<file path="src/rtl/id_ex_alu_ctrl_pkg.sv">
// id_ex_alu_ctrl_pkg: RV32I opcode/funct constants, ALUOp encodings and ID/EX hazard FSM states.
package id_ex_alu_ctrl_pkg;
  localparam logic [6:0] OPC_OP     = 7'b0110011;
  localparam logic [6:0] OPC_OPIMM  = 7'b0010011;
  localparam logic [6:0] OPC_LUI    = 7'b0110111;
  localparam logic [6:0] OPC_LOAD   = 7'b0000011;
  localparam logic [6:0] OPC_STORE  = 7'b0100011;
  localparam logic [6:0] OPC_JALR   = 7'b1100111;
  localparam logic [6:0] OPC_BRANCH = 7'b1100011;
  localparam logic [2:0] F3_ADD  = 3'b000;
  localparam logic [2:0] F3_SLL  = 3'b001;
  localparam logic [2:0] F3_SLT  = 3'b010;
  localparam logic [2:0] F3_SLTU = 3'b011;
  localparam logic [2:0] F3_XOR  = 3'b100;
  localparam logic [2:0] F3_SR   = 3'b101;
  localparam logic [2:0] F3_OR   = 3'b110;
  localparam logic [2:0] F3_AND  = 3'b111;
  localparam logic [2:0] F3_BEQ  = 3'b000;
  localparam logic [2:0] F3_BNE  = 3'b001;
  localparam logic [2:0] F3_BLT  = 3'b100;
  localparam logic [2:0] F3_BGE  = 3'b101;
  localparam logic [2:0] F3_BLTU = 3'b110;
  localparam logic [2:0] F3_BGEU = 3'b111;
  localparam logic [6:0] F7_BASE = 7'h00;
  localparam logic [6:0] F7_ALT  = 7'h20;
  localparam logic [4:0] ALUOP_ADD   = 5'd0;
  localparam logic [4:0] ALUOP_SUB   = 5'd1;
  localparam logic [4:0] ALUOP_AND   = 5'd2;
  localparam logic [4:0] ALUOP_OR    = 5'd3;
  localparam logic [4:0] ALUOP_XOR   = 5'd4;
  localparam logic [4:0] ALUOP_SLT   = 5'd5;
  localparam logic [4:0] ALUOP_SLL   = 5'd6;
  localparam logic [4:0] ALUOP_SRL   = 5'd7;
  localparam logic [4:0] ALUOP_SRA   = 5'd8;
  localparam logic [4:0] ALUOP_SLLI  = 5'd9;
  localparam logic [4:0] ALUOP_SRLI  = 5'd10;
  localparam logic [4:0] ALUOP_XORI  = 5'd11;
  localparam logic [4:0] ALUOP_ORI   = 5'd12;
  localparam logic [4:0] ALUOP_SLTIU = 5'd13;
  localparam logic [4:0] ALUOP_LUI   = 5'd14;
  localparam logic [4:0] ALUOP_JALR  = 5'd15;
  localparam logic [4:0] ALUOP_BEQ   = 5'd16;
  localparam logic [4:0] ALUOP_BNE   = 5'd17;
  localparam logic [4:0] ALUOP_BLT   = 5'd18;
  localparam logic [4:0] ALUOP_BGE   = 5'd19;
  localparam logic [4:0] ALUOP_BLTU  = 5'd20;
  localparam logic [4:0] ALUOP_BGEU  = 5'd21;
  typedef enum logic {ST_RUN, ST_BUBBLE} state_t;
endpackage

</file>
<file path="src/rtl/id_ex_alu_ctrl_alu_op_decode.sv">
// alu_op_decode: combinational RV32I instr -> ALUOp, B operand, controls and rs usage.
// ALU_UNSIGNED_BRANCH_EN enables bltu/bgeu decode; otherwise they are illegal.
module alu_op_decode
  import id_ex_alu_ctrl_pkg::*;
#(
  parameter int XLEN = 32,
  parameter int OPW  = 5
) (
  input  logic [31:0]     i_instr,
  input  logic [XLEN-1:0] i_rs2_data,
  output logic [OPW-1:0]  o_op,
  output logic [XLEN-1:0] o_b,
  output logic            o_reg_we,
  output logic            o_mem_rd,
  output logic            o_mem_wr,
  output logic            o_illegal,
  output logic            o_use_rs1,
  output logic            o_use_rs2
);
  logic [6:0]      w_opc;
  logic [2:0]      w_f3;
  logic [6:0]      w_f7;
  logic [XLEN-1:0] w_i_imm;
  logic [XLEN-1:0] w_s_imm;
  logic [XLEN-1:0] w_u_imm;
  logic [XLEN-1:0] w_shamt_imm;
  logic [XLEN-1:0] w_shamt_reg;
  logic            w_shift;
  logic [OPW-1:0]  w_op;
  logic [XLEN-1:0] w_b;
  logic            w_we;
  logic            w_mr;
  logic            w_mw;
  logic            w_ill;
  assign w_opc       = i_instr[6:0];
  assign w_f3        = i_instr[14:12];
  assign w_f7        = i_instr[31:25];
  assign w_i_imm     = {{(XLEN-12){i_instr[31]}}, i_instr[31:20]};
  assign w_s_imm     = {{(XLEN-12){i_instr[31]}}, i_instr[31:25], i_instr[11:7]};
  assign w_u_imm     = {{(XLEN-32){1'b0}}, i_instr[31:12], 12'b0};
  assign w_shamt_imm = {{(XLEN-5){1'b0}}, i_instr[24:20]};
  assign w_shamt_reg = {{(XLEN-5){1'b0}}, i_rs2_data[4:0]};
  assign w_shift     = (w_f3 == F3_SLL) || (w_f3 == F3_SR);
  always_comb begin
    w_op  = ALUOP_ADD;
    w_b   = i_rs2_data;
    w_we  = 1'b0;
    w_mr  = 1'b0;
    w_mw  = 1'b0;
    w_ill = 1'b0;
    case (w_opc)
      OPC_OP: begin
        w_we = 1'b1;
        w_b  = w_shift ? w_shamt_reg : i_rs2_data;
        case ({w_f7, w_f3})
          {F7_BASE, F3_ADD}: w_op = ALUOP_ADD;
          {F7_ALT,  F3_ADD}: w_op = ALUOP_SUB;
          {F7_BASE, F3_AND}: w_op = ALUOP_AND;
          {F7_BASE, F3_OR}:  w_op = ALUOP_OR;
          {F7_BASE, F3_XOR}: w_op = ALUOP_XOR;
          {F7_BASE, F3_SLT}: w_op = ALUOP_SLT;
          {F7_BASE, F3_SLL}: w_op = ALUOP_SLL;
          {F7_BASE, F3_SR}:  w_op = ALUOP_SRL;
          {F7_ALT,  F3_SR}:  w_op = ALUOP_SRA;
          default:           w_ill = 1'b1;
        endcase
      end
      OPC_OPIMM: begin
        w_we = 1'b1;
        w_b  = w_shift ? w_shamt_imm : w_i_imm;
        case (w_f3)
          F3_ADD:  w_op = ALUOP_ADD;
          F3_AND:  w_op = ALUOP_AND;
          F3_OR:   w_op = ALUOP_ORI;
          F3_XOR:  w_op = ALUOP_XORI;
          F3_SLT:  w_op = ALUOP_SLT;
          F3_SLTU: w_op = ALUOP_SLTIU;
          F3_SLL: begin
            w_op  = ALUOP_SLLI;
            w_ill = (w_f7 != F7_BASE);
          end
          default: begin
            w_op  = (w_f7 == F7_ALT) ? ALUOP_SRA : ALUOP_SRLI;
            w_ill = (w_f7 != F7_BASE) && (w_f7 != F7_ALT);
          end
        endcase
      end
      OPC_LUI: begin
        w_op = ALUOP_LUI;
        w_b  = w_u_imm;
        w_we = 1'b1;
      end
      OPC_LOAD: begin
        w_b  = w_i_imm;
        w_we = 1'b1;
        w_mr = 1'b1;
      end
      OPC_STORE: begin
        w_b  = w_s_imm;
        w_mw = 1'b1;
      end
      OPC_JALR: begin
        w_op = ALUOP_JALR;
        w_b  = w_i_imm;
        w_we = 1'b1;
      end
      OPC_BRANCH: begin
        case (w_f3)
          F3_BEQ:  w_op = ALUOP_BEQ;
          F3_BNE:  w_op = ALUOP_BNE;
          F3_BLT:  w_op = ALUOP_BLT;
          F3_BGE:  w_op = ALUOP_BGE;
`ifdef ALU_UNSIGNED_BRANCH_EN
          F3_BLTU: w_op = ALUOP_BLTU;
          F3_BGEU: w_op = ALUOP_BGEU;
`endif
          default: w_ill = 1'b1;
        endcase
      end
      default: w_ill = 1'b1;
    endcase
  end
  // Illegal encodings must never commit state, and x0 is never written.
  assign o_op      = w_ill ? ALUOP_ADD : w_op;
  assign o_b       = w_b;
  assign o_reg_we  = w_we && !w_ill && (i_instr[11:7] != 5'd0);
  assign o_mem_rd  = w_mr && !w_ill;
  assign o_mem_wr  = w_mw && !w_ill;
  assign o_illegal = w_ill;
  assign o_use_rs1 = (w_opc != OPC_LUI);
  assign o_use_rs2 = (w_opc == OPC_OP) || (w_opc == OPC_STORE) || (w_opc == OPC_BRANCH);
endmodule

</file>
<file path="src/rtl/id_ex_alu_ctrl.sv">
// id_ex_alu_ctrl: ID/EX pipeline register with load-use bubble FSM, EX hold and flush.
// Build option ALU_UNSIGNED_BRANCH_EN (in alu_op_decode) adds bltu/bgeu.
module id_ex_alu_ctrl
  import id_ex_alu_ctrl_pkg::*;
#(
  parameter int XLEN = 32,
  parameter int OPW  = 5
) (
  input  logic            clk,
  input  logic            rstn,
  input  logic            id_valid,
  input  logic [31:0]     id_instr,
  input  logic [XLEN-1:0] id_pc,
  input  logic [XLEN-1:0] id_rs1_data,
  input  logic [XLEN-1:0] id_rs2_data,
  input  logic            ex_hold,
  input  logic            flush,
  output logic            id_stall,
  output logic            ex_valid,
  output logic [XLEN-1:0] ex_A,
  output logic [XLEN-1:0] ex_B,
  output logic [OPW-1:0]  ex_ALUOp,
  output logic [4:0]      ex_rd,
  output logic            ex_reg_we,
  output logic            ex_mem_rd,
  output logic            ex_mem_wr,
  output logic [XLEN-1:0] ex_rs2_fwd,
  output logic [XLEN-1:0] ex_pc,
  output logic            ex_illegal
);
  logic [OPW-1:0]  w_op;
  logic [XLEN-1:0] w_b;
  logic            w_we;
  logic            w_mr;
  logic            w_mw;
  logic            w_ill;
  logic            w_use_rs1;
  logic            w_use_rs2;
  logic            w_load_use;
  logic            w_cap;
  state_t          r_state;
  state_t          w_state_nxt;
  logic            r_valid;
  logic [XLEN-1:0] r_a;
  logic [XLEN-1:0] r_b;
  logic [OPW-1:0]  r_op;
  logic [4:0]      r_rd;
  logic            r_we;
  logic            r_mr;
  logic            r_mw;
  logic [XLEN-1:0] r_rs2;
  logic [XLEN-1:0] r_pc;
  logic            r_ill;
  alu_op_decode #(.XLEN(XLEN), .OPW(OPW)) u_dec (
    .i_instr   (id_instr),
    .i_rs2_data(id_rs2_data),
    .o_op      (w_op),
    .o_b       (w_b),
    .o_reg_we  (w_we),
    .o_mem_rd  (w_mr),
    .o_mem_wr  (w_mw),
    .o_illegal (w_ill),
    .o_use_rs1 (w_use_rs1),
    .o_use_rs2 (w_use_rs2)
  );
  // A load in EX whose rd feeds the instruction in ID cannot be forwarded in time.
  assign w_load_use = (r_state == ST_RUN) && r_valid && r_mr && (r_rd != 5'd0) &&
                      ((w_use_rs1 && (r_rd == id_instr[19:15])) ||
                       (w_use_rs2 && (r_rd == id_instr[24:20])));
  assign w_cap    = !flush && !ex_hold && !w_load_use;
  assign id_stall = !flush && (ex_hold || w_load_use);
  always_comb begin
    w_state_nxt = r_state;
    if (flush)
      w_state_nxt = ST_RUN;
    else if (!ex_hold)
      w_state_nxt = w_load_use ? ST_BUBBLE : ST_RUN;
  end
  always_ff @(posedge clk or negedge rstn) begin
    if (!rstn)
      r_state <= ST_RUN;
    else
      r_state <= w_state_nxt;
  end
  always_ff @(posedge clk or negedge rstn) begin
    if (!rstn)
      r_valid <= 1'b0;
    else if (flush || (!ex_hold && w_load_use))
      r_valid <= 1'b0;
    else if (w_cap)
      r_valid <= id_valid;
  end
  always_ff @(posedge clk or negedge rstn) begin
    if (!rstn) begin
      r_a   <= '0;
      r_b   <= '0;
      r_op  <= ALUOP_ADD;
      r_rd  <= '0;
      r_we  <= 1'b0;
      r_mr  <= 1'b0;
      r_mw  <= 1'b0;
      r_rs2 <= '0;
      r_pc  <= '0;
      r_ill <= 1'b0;
    end else if (w_cap) begin
      r_a   <= id_rs1_data;
      r_b   <= w_b;
      r_op  <= w_op;
      r_rd  <= id_instr[11:7];
      r_we  <= w_we;
      r_mr  <= w_mr;
      r_mw  <= w_mw;
      r_rs2 <= id_rs2_data;
      r_pc  <= id_pc;
      r_ill <= w_ill;
    end
  end
  assign ex_valid   = r_valid;
  assign ex_A       = r_a;
  assign ex_B       = r_b;
  assign ex_ALUOp   = r_op;
  assign ex_rd      = r_rd;
  assign ex_reg_we  = r_we;
  assign ex_mem_rd  = r_mr;
  assign ex_mem_wr  = r_mw;
  assign ex_rs2_fwd = r_rs2;
  assign ex_pc      = r_pc;
  assign ex_illegal = r_ill;
endmodule
</file>
<file path="config.mk">
export PLATFORM = sky130hd
export DESIGN_NAME = id_ex_alu_ctrl
export DESIGN_NICKNAME = d
export VERILOG_FILES = /design/src/rtl/id_ex_alu_ctrl_pkg.sv /design/src/rtl/id_ex_alu_ctrl_alu_op_decode.sv /design/src/rtl/id_ex_alu_ctrl.sv
export SDC_FILE = /design/constraint.sdc
export NUM_CORES = 1
export LEC_CHECK = 0
export ABC_AREA = 1
export CORE_MARGIN = 10
export CORE_UTILIZATION = 30
export DETAILED_ROUTE_END_ITERATION = 7
export PLACE_DENSITY = 0.63
export SLEW_MARGIN = 10
export SYNTH_ARGS = -nofsm -noshare
export SYNTH_HDL_FRONTEND = slang
export SYNTH_SLANG_ARGS = --single-unit
</file>
<file path="constraint.sdc">
create_clock -name clk -period 2.9 [get_ports clk]
set_clock_uncertainty 0.2 [all_clocks]
set_input_delay 0.58 -clock clk [delete_from_list [all_inputs] [get_ports clk]]
set_output_delay 0.58 -clock clk [all_outputs]
set_load 0.05 [all_outputs]
</file>
---- Word level (Yosys, flattened, before mapping) ----
Cells that the tools add are included.
Widths: inputs -> output; s select.
storage, ports and cells
  register bits ........................... 144
  output and inout port bits .............. 144
operators by class
  reductions and logical operators ........ 37
  bitwise gates (word level) .............. 1
  eq/ne operators ......................... 28
  mux-type cells .......................... 21
operator list
  cell                 count
  $pmux 32 s5          1
  $mux 32              2
  $eq 10x3->1 const B  4
  $pmux 5 s7           1
  $pmux 4 s8           1
  $eq 7x6->1 const B   4
  $pmux 5 s5           1
  $eq 10x9->1 const B  2
  $pmux 5 s4           1
  $logic_and 1x1->1    15
  $eq 7x7->1 const B   2
  $ne 7x6->1 const B   2
  $eq 3x3->1 const B   4
  $eq 10x1->1 const B  1
  $eq 10x2->1 const B  1
  $eq 5x5->1           2
  $logic_not 10->1     1
  $mux 1               10
  $reduce_bool 5->1    2
  $reduce_or 9->1      1
  $reduce_or 4->1      2
  $eq 7x2->1 const B   1
  $eq 7x5->1 const B   1
  $reduce_bool 7->1    1
  other kinds (15)     24

---- Logic depth before layout (Yosys ltp) ----
  depth after elaboration ................. 10
  mapped depth ............................ 14

---- Cells and area by module ----
A second synthesis with hierarchy kept.
unflattened totals
  cells, all modules ...................... 968
  area, all modules ....................... 7191.9 µm²
modules (own cells, without submodules)
  module          times used  cells an instance  area each (µm²)  seq. area each (µm²)
  id_ex_alu_ctrl  1           684                5885.6           3603.5
  alu_op_decode   1           284                1306.3           0.0

---- Worst setup path before layout ----
OpenSTA, ideal clock, no wires.
  path type ............................... input -> output
  start ................................... input port id_instr[1]
  end ..................................... output port id_stall
  stages .................................. 8
  slack ................................... -275 ps
  data required time ...................... 2120 ps
  arrival ................................. 2395 ps
  buffers on the path ..................... 0
  path through ............................ nand2_1 -> nor2_2 -> nand2_2 -> nand3_1 -> nand2_1 -> nand2_2 -> nand2_1 -> o21ai_0
on the way
  word-level cells in the longest chain between the ends .. 8
RTL lines
  element                         RTL line                             source
  from (decl)                     id_ex_alu_ctrl.sv:12                 input logic [31:0] id_instr,
  $eq 7x6->1                      id_ex_alu_ctrl_alu_op_decode.sv:131  assign o_use_rs2 = (w_opc == OPC_OP) || (w_opc == OPC_STORE) || (w_opc == OPC_BRANCH);
  $logic_or 1x1->1 (2 in series)  id_ex_alu_ctrl_alu_op_decode.sv:131
  $logic_and 1x1->1               id_ex_alu_ctrl.sv:69                 (w_use_rs2 && (r_rd == id_instr[24:20])));
  $logic_or 1x1->1 (*)            id_ex_alu_ctrl.sv:68                 ((w_use_rs1 && (r_rd == id_instr[19:15])) ||
  $logic_and 1x1->1 (*)           id_ex_alu_ctrl.sv:67                 assign w_load_use = (r_state == ST_RUN) && r_valid && r_mr && (r_rd != 5'd0) &&
  $logic_or 1x1->1 (*)            id_ex_alu_ctrl.sv:71                 assign id_stall = !flush && (ex_hold || w_load_use);
  $logic_and 1x1->1 (*)           id_ex_alu_ctrl.sv:71
  to (decl)                       id_ex_alu_ctrl.sv:18                 output logic id_stall,
Every way passes the cells marked *; elsewhere a longest branch is shown, timed or not.

---- Worst setup path in the final report ----
  start ................................... input port id_instr[3]
  end ..................................... output port id_stall
The elaborated chain is that of the path after synthesis.

==> reports/summary.txt <==
DR WL met3: 1.97 mm
Critical hold path startpoint: ex_pc[25]$_DFFE_PN0P_
Slew margin rel.: 59.1%
Final nets: 1381
Met2 WL: 12.3 mm
Share of the synthesized area in the top cell type: 51.3%
Area growth syn-to-layout: 57.8%
Max Root-Sink Buffers: 2
Worst-Skew Late Latency: 430 ps
CP Launch Type: input port
Max cap viols: 0
Routed WL: 26.3 mm
Clk root buf: clkbuf_16
Worst hold-check path type: flip-flop to flip-flop
Initial Utilization: 30.8%
DR top layer: met5
Final GP Congestion: 0.927
Final hold slack: 278 ps
Mapped Nets: 1087
Outcome: complete, no violations
Synth warnings: 0
Critical path fanouts, max: 2
Crit path required time: 2120 ps
Clock Pin Slew Worst Setup and Hold Paths: 70 ps
Clock sinks: 144
Area contributors post-synth: dfrtp_1 51%, nand2_1 26%, nand3_1 6.1%
Core Box Area: 0.0228 mm2
Overall Global Routing Usage: 17.4%
Site Rows: 55
VDD IR max: 0.366 mV
Cell Pwr Density: 606 mW/mm2
Die width: 173 um
Top_reg_cell synth: dfrtp_1
H-tree Lvls: 4
Drc violations: 0
Final setup fails: 0
Die Height: 173 um
Asr flop ratio synth: 100%
Die ar.: 0.0299 mm2
Antenna cells: 0
Max Freq: 354 MHz
Antenna Violating Nets Remaining: 0
Critical path class: input port to primary output
Layout Cell Area excl Fill: 0.0111 mm2
Total global routing overflow: 0
Top cells by count, synth: 493 x nand2_1, 144 x dfrtp_1, 85 x nand3_1
Post-synth top area cell: dfrtp_1
Via/cell ratio: 4.57
Drt first pass iters: 5
Post-synth cell types: 22
Setup TNS: 0 ps
Iteration-0 DRC count of the detailed router: 517
Port Buf Inserts: 276
Critical path origin: id_instr[3]
Yosys reg bits: 144
Largest net degree at the start of global routing: 66
Tmin final: 2830 ps
Period utilization: 97.4%
Top-count cell post-synth: nand2_1
HPWL Detailed: 20.5 mm
Final Hold Viols: 0
Placed cell areas: 0.0104 mm2
Number of synthesized flops with an enable pin: 0
Worst reg2reg startpoint: ex_rd[3]$_DFFE_PN0P_
Vias in the first global route: 7227
Initial antenna violation count: 1
Metal-1 WL: 11.5 mm
CTS tree: yes
CP Capture Type: primary output
# IOs: 277
Crit path DAT: 2050 ps
Routed via count: 7194
Syn Area/Cell: 7.37 um2
Wire length of the first global-routing pass: 41.7 mm
Worst-Margin Slew: 611 ps
Leakage dissipation: 5.50 nW
Syn Inst Count: 954
Max-slew violations: 0
Mapped cell area: 0.00703 mm2
Mean routed wirelength per cell: 16.7 um
Register area share after synthesis: 51.3%
Num CTS Buffers: 17
Filler Cells Inserted: 2236
Layout cells sized above 1: 8.09%
## sequential cells by signal (all words and copies together), names as in the netlist
signal and count:
ex_valid 1, ex_B 32, ex_ALUOp 5, ex_A 32, ex_reg_we 1, ex_rs2_fwd 32, ex_illegal 1, r_state 1
ex_mem_rd 1, ex_pc 32, ex_rd 5, ex_mem_wr 1
## cell usage in the layout (no fill, tap or decap), types with 4 or more instances in the layout
| cell | n |
|---|---|
| nand2_1 | 488 |
| nor2_2 | 4 |
| nand2_2 | 7 |
| a21oi_1 | 5 |
| buf_12 | 12 |
| buf_4 | 33 |
| clkbuf_16 | 17 |
| inv_2 | 5 |
| nor3_1 | 4 |
| inv_6 | 5 |
| o211ai_1 | 6 |
| dfrtp_1 | 142 |
| nand4_1 | 25 |
| inv_1 | 54 |
| inv_8 | 4 |
| nor2_1 | 35 |
| clkinv_8 | 4 |
| dlymetal6s2s_1 | 7 |
| clkdlybuf4s50_1 | 265 |
| o21ai_0 | 30 |
| xnor2_1 | 6 |
| nand3_1 | 84 |
## what timing repair did
action,in CTS,in global routing
endpoints found under the setup margin,1,1
buffers inserted,1,2
hold buffers,1,0
hold endpoints to repair,51,0
resized for setup,6,16
pin swaps,1,8
## through the flow
step,worst slack (ps),power (mW),utilization [%],instances
finish,74.1,6.72,48.5,1574
global route,-29.9,7.04,48.5,1574
CTS,7.47,6.81,48.3,1572
detailed placement,-103,4.58,45.6,1538
global placement,-53.2,4.56,45.6,1538
floorplan,103,3.63,-,954
## layer usage
layer  vias up  track usage, %
met2       250            27.6
met4         2            5.25
li1       3576               -
met5         -               0
met1      3328            22.1
met3        38            5.60
## power breakdown
group	internal, mW	total [mW]	switching [mW]
logic	0.750	2.13	1.38
registers	2.25	2.40	0.149
clock network	1.16	2.19	1.03
## cell type report
| type | instances | area (um2) | share of cell area [%] |
|---|---|---|---|
| Clock buffer | 17 | 425 | 3.84 |
| Tap cell | 313 | 392 | 3.53 |
| Clock inverter | 15 | 168 | 1.51 |
| Multi-Input combinational cell | 704 | 3000 | 27.0 |
| Inverter | 59 | 221 | 2.00 |
| Timing Repair Buffer | 322 | 3280 | 29.6 |
| Sequential cell | 144 | 3610 | 32.5 |
## worst max-delay path, stage by stage
cell	delay (ps)
clkdlybuf4s50_1	430
nor2_1	100
nand2_1	90
nor2_2	150
inv_2	50
nand3_2	70
nand2_2	70
nand2_2	100
nand2_2	60
o21ai_2	150
buf_6	180
## cell families (layout without fill, tap and decap cells)
group	Yosys count	in the layout	synth area share [%]
compound gates	45	45	3.61
simple gates	652	652	37.6
buf+inv	106	413	6.61
xor+xnor	7	7	0.873
flops	144	144	51.3
## final timing paths
check                                        end  cells past startpoint  slack [ps]
max                                     id_stall                     11          70
max in group asynchronous    ex_B[8]$_DFFE_PN0P_                      3        1360
min reg2reg                ex_pc[25]$_DFFE_PN0P_                      2         280
min in group asynchronous   ex_A[31]$_DFFE_PN0P_                      2         470
max reg2reg                 ex_A[24]$_DFFE_PN0P_                     14         720
min                        ex_pc[25]$_DFFE_PN0P_                      2         280
(Power assumes the default switching activity.)
